**src/rtl/step_sequencer.sv**
```systemverilog
// Command-driven step sequencer: issues single-cycle din pulses to the 2-bit
// stepped counter and tracks a mirror of its value, steps issued and abort status.
module step_sequencer #(
    parameter int unsigned CNT_W = 2,
    parameter int unsigned LEN_W = 8,
    parameter int unsigned GAP_W = 4
) (
    input  logic             clk,
    input  logic             reset,
    input  logic             i_cmd_valid,
    output logic             o_cmd_ready,
    input  logic [LEN_W-1:0] i_cmd_len,
    input  logic [GAP_W-1:0] i_cmd_gap,
    input  logic             i_abort,
    output logic             o_step,
    output logic [CNT_W-1:0] o_count_mirror,
    output logic             o_wrap,
    output logic             o_busy,
    output logic             o_done,
    output logic             o_aborted,
    output logic [LEN_W-1:0] o_steps_done
);

    localparam logic [CNT_W-1:0] MIRROR_MAX = '1;

    typedef enum logic [1:0] {
        ST_IDLE,
        ST_STEP,
        ST_GAP,
        ST_DONE
    } state_t;

    state_t             r_state;
    logic [LEN_W-1:0]   r_remaining;
    logic [GAP_W-1:0]   r_gap;
    logic [GAP_W-1:0]   r_gap_cnt;
    logic [CNT_W-1:0]   r_mirror;
    logic [LEN_W-1:0]   r_steps_done;
    logic               r_cmd_ready;
    logic               r_step;
    logic               r_wrap;
    logic               r_busy;
    logic               r_done;
    logic               r_aborted;

    logic [CNT_W-1:0]   w_mirror_inc;

    assign w_mirror_inc = r_mirror + CNT_W'(1);

    // State and all outputs advance together; outputs are set for the state being entered.
    always_ff @(posedge clk) begin
        if (reset) begin
            r_state      <= ST_IDLE;
            r_remaining  <= '0;
            r_gap        <= '0;
            r_gap_cnt    <= '0;
            r_mirror     <= '0;
            r_steps_done <= '0;
            r_cmd_ready  <= 1'b1;
            r_step       <= 1'b0;
            r_wrap       <= 1'b0;
            r_busy       <= 1'b0;
            r_done       <= 1'b0;
            r_aborted    <= 1'b0;
        end else begin
            r_step <= 1'b0;
            r_wrap <= 1'b0;
            r_done <= 1'b0;

            case (r_state)
                ST_IDLE: begin
                    if (i_cmd_valid) begin
                        r_remaining  <= i_cmd_len;
                        r_gap        <= i_cmd_gap;
                        r_steps_done <= '0;
                        r_aborted    <= 1'b0;
                        r_cmd_ready  <= 1'b0;
                        if (i_cmd_len == '0) begin
                            r_state <= ST_DONE;
                            r_done  <= 1'b1;
                        end else begin
                            r_state <= ST_STEP;
                            r_step  <= 1'b1;
                            r_busy  <= 1'b1;
                            r_wrap  <= (r_mirror == MIRROR_MAX);
                        end
                    end
                end

                ST_STEP: begin
                    // The pulse on the output this cycle is always counted, even under abort.
                    r_mirror     <= w_mirror_inc;
                    r_steps_done <= r_steps_done + LEN_W'(1);
                    r_remaining  <= r_remaining - LEN_W'(1);
                    if (i_abort || (r_remaining == LEN_W'(1))) begin
                        r_state   <= ST_DONE;
                        r_done    <= 1'b1;
                        r_busy    <= 1'b0;
                        r_aborted <= i_abort;
                    end else if (r_gap == '0) begin
                        r_step <= 1'b1;
                        r_wrap <= (w_mirror_inc == MIRROR_MAX);
                    end else begin
                        r_state   <= ST_GAP;
                        r_gap_cnt <= r_gap;
                    end
                end

                ST_GAP: begin
                    if (i_abort) begin
                        r_state   <= ST_DONE;
                        r_done    <= 1'b1;
                        r_busy    <= 1'b0;
                        r_aborted <= 1'b1;
                    end else if (r_gap_cnt == GAP_W'(1)) begin
                        r_state <= ST_STEP;
                        r_step  <= 1'b1;
                        r_wrap  <= (r_mirror == MIRROR_MAX);
                    end else begin
                        r_gap_cnt <= r_gap_cnt - GAP_W'(1);
                    end
                end

                ST_DONE: begin
                    r_state     <= ST_IDLE;
                    r_cmd_ready <= 1'b1;
                end

                default: begin
                    r_state     <= ST_IDLE;
                    r_cmd_ready <= 1'b1;
                    r_busy      <= 1'b0;
                end
            endcase
        end
    end

    assign o_cmd_ready    = r_cmd_ready;
    assign o_step         = r_step;
    assign o_count_mirror = r_mirror;
    assign o_wrap         = r_wrap;
    assign o_busy         = r_busy;
    assign o_done         = r_done;
    assign o_aborted      = r_aborted;
    assign o_steps_done   = r_steps_done;

endmodule

```
**config.mk**
```make
export PLATFORM = sky130hd
export DESIGN_NAME = step_sequencer
export DESIGN_NICKNAME = d
export VERILOG_FILES = /design/src/rtl/step_sequencer.sv
export SDC_FILE = /design/constraint.sdc
export NUM_CORES = 1
export LEC_CHECK = 0
export BUFFER_PORTS_ARGS = -buffer_cell sky130_fd_sc_hd__buf_2
export CAP_MARGIN = 40
export CORE_ASPECT_RATIO = 0.8
export CORE_UTILIZATION = 30
export DETAILED_ROUTE_END_ITERATION = 7
export PLACE_DENSITY_LB_ADDON = 0.15
export SLEW_MARGIN = 10
export SYNTH_ARGS = -nofsm -noshare
export SYNTH_HDL_FRONTEND = slang
export SYNTH_SLANG_ARGS = --single-unit
```
**constraint.sdc**
```tcl
create_clock -name clk -period 6.05 [get_ports clk]
set_input_delay 0.605 -clock clk [delete_from_list [all_inputs] [get_ports clk]]
set_output_delay 0.605 -clock clk [all_outputs]
set_load 0.01 [all_outputs]
```
==> results.md <==
* WP buf/inv at 2
* Leakage at 0.9163 nW
* Seq/Total Area, Yosys at 35.42%
* First-pass GRT wire length at 7.265 mm
* Starting Density at 31.83%
* Depth of the worst hold-timing path at 2
* Avg Vias per Cell at 4.878
* Slew Limit Fails at 0
* Routed Antenna Nets at 0
* Final Hold Fails at 0
* Fin util at 36.75%
* Kind of critical path: reg -> reg
* Final WS setup at 3511 ps
* Final RePlAce weighted congestion at 0.7354
* Nets at 292
* Synth-to-Final Area Change at 15.43%
* Ys Warns at 0
* Yosys reg bits at 34
* Post-DP Area at 0.002140 mm²
* Dpl cells at 337
* GRT Total Usage at 14.30%
* Crit start category: flop
* CP endpoint kind: flop
* Mux share of post-synthesis cell area at 4.362%
* Ant diodes at 0
* Largest family of logic cells by synthesized area: simple AND/OR/NAND/NOR gates
* Vias in the first global route at around 1,400
* Max Clk Rate at between 300 and 400 MHz
* Htree depth at 2
* Post-synthesis compound-gate area fraction at 18.42%
* I/O pin cnt at 32
* CTS tree: yes
* Cell depth of the worst setup path at 8
* Synthesized area per cell at 8.143 µm²
* Final instance area at 0.002218 mm²
* Hold buffer count at CTS at 0
* Clock slew at reported path FFs at roughly 70 ps
* Root Buffer: clkbuf_8
* Detail Placement HPWL at 3.197 mm
* Slew margin rel. at 60.87%
* Routed wire length at 4.534 mm
* Top FF cell, synth: dfxtp_1
* Fin Setup TNS at 0 ps
* Slew @ Worst Pin at around 580 ps
* Overall die area at 0.006732 mm²
* CP required at 6270 ps
* Die H at ~74 µm
* Library cells used by synthesis at 49
* Worst-case vdd ir drop at 0.0001240 V
* Core area at 0.006037 mm²
* Tmin final at 2539 ps
* Synth Area in Adders at 8.464%
* Total power at 0.8159 mW
* Setup Viol. Count Final at 0
* Slowest cell on the critical path: or3b_1
* Asr flop ratio synth at 0%
* Max Cap Violations at 0
* Die boundary width at 91.49 µm
* Remaining DRCs at 0
* Synth area leader: dfxtp_1
* Yosys top cell area share at roughly 35%
* CP Cell Sequence: inv_1 > ha_1 > buf_4 > or2_2 > a32o_1 > nand4bb_1 > or3b_1 > a31oi_1
* Simple logic cell fraction of the synthesized area at roughly a quarter
* First DRT Iteration DRCs at 60
* Status: finished clean
* Synthesized area at 0.001922 mm²
* Post-CTS setup buffers at 0
* Row count at 25
* Power per cell area at 367.8 mW/mm²
* RSZ-0062 raised after global routing: no
* Post-route insts no fill at roughly 340
* Layout cell share with drive strength beyond 1 at 17.11%
* Largest cells by area after synthesis: dfxtp_1, ha_1, nor2_1, a21oi_1, nand2_1
* CTS buffer count at 5
* Top-count cell post-synth: nor2_1
* Largest net degree at the start of global routing at 31
* Syn Nets at 265
* XOR/XNOR share of the synthesized area at 3.190%
* Hold_ws at 470.5 ps
* IO Port Bufs at 31
* Worst Path Arrival at 2760 ps
* DR WL/cell at ~13 µm
* Drt first pass iters at 4
* Clock sink total at 34
* Initial antenna violation count at 0
* Clk buf depth at 2
* Syn Inst Count at 236
* Max FO, Critical Path at 30
* Worst-skew pair later-pin latency at about 290 ps
* Vias at 1,678
* Pre-CTS setup slack at about 3500 ps
* R2R depth at 8
* Hold Crit Class: reg -> reg
* Synth top cells by count: nor2_1, dfxtp_1, a21oi_1
* Family with the most delay on the worst path: simple AND/OR/NAND/NOR gates
* Tcrit/Tclk final at around two fifths
* Gr ovfl total at 0
* CP peak stage delay at 440 ps
* Skew final at about 4.7 ps
* PostCTS Resize Cnt at 0
* EDFF count, synth at 0
## area by class of cell
class | instances | area (µm²)
clock inverters | 2 | 10.01
multi-input cells | 178 | 1150
flip-flops and latches | 34 | 680.7
clock buffers | 5 | 68.82
repair buffers | 32 | 162.7
well taps | 81 | 101.3
inverters | 12 | 45.04
fillers | 649 | 3819
## sequential cells by signal, summed over array words and instances (netlist names)
register and flops:
o_done 1, o_cmd_ready 1, o_busy 1, o_step 1
o_steps_done 8, r_state 2, o_aborted 1, r_gap_cnt 4
r_remaining 8, o_wrap 1, o_count_mirror 2, r_gap 4
## kinds of logic after synthesis
| family | Yosys count |
|---|---|
| compound gates | 53 |
| xor+xnor | 7 |
| fa+ha+maj | 13 |
| buf+inv | 24 |
| flops | 34 |
| mux | 8 |
| simple gates | 97 |
## metal layers
metal | GRT usage, % | vias up | part of all wire, %
met1 | 19.59 | 745 | 53
met5 | 0 | - | 0
li1 | - | 894 | -
met4 | 6.878 | 0 | 1.7
met2 | 20.97 | 31 | 41
met3 | 3.623 | 8 | 4.3
## worst min-delay path, stage by stage, from the launching register on
cell	delay (ps)
dfxtp_1	320
nand2_1	50
a21oi_1	50
## layout by cell type, fill, tap and decap left out, types with 2 or more instances in the layout
cell type / synthesis / routed
a211oi_1: 5 / 5
a21oi_1: 20 / 20
a221oi_1: 2 / 2
a311oi_1: 3 / 3
a31oi_1: 3 / 3
a32oi_1: 2 / 2
and2_1: 3 / 3
buf_2: 1 / 31
clkbuf_8: 0 / 5
clkinv_2: 0 / 2
dfxtp_1: 34 / 34
ha_1: 13 / 13
inv_1: 12 / 12
mux2_2: 3 / 3
mux2i_1: 5 / 5
nand2_1: 17 / 17
nand2b_1: 2 / 2
nand3_1: 7 / 7
nand4_1: 3 / 3
nor2_1: 36 / 36
nor2b_1: 5 / 5
nor3_1: 8 / 8
nor3b_1: 3 / 3
nor4_1: 2 / 2
o21ai_0: 4 / 4
o21bai_1: 2 / 2
o22ai_1: 2 / 2
or4_1: 2 / 2
xnor2_1: 2 / 2
xor2_1: 5 / 5
## power breakdown
group / total (mW) / switching (mW) / internal, mW
registers: 0.314 / 0.0494 / 0.265
clock network: 0.163 / 0.0858 / 0.0773
logic: 0.339 / 0.194 / 0.145
total: 0.816 / 0.329 / 0.487
## final timing paths
kind              startpoint  slack [ps]           end
setup / recovery  r_state[1]        3510  r_gap_cnt[0]
hold / removal      r_gap[0]         470      r_gap[0]
setup reg to reg  r_state[1]        3510  r_gap_cnt[0]
hold reg to reg     r_gap[0]         470      r_gap[0]
(Power assumes the default switching activity.)
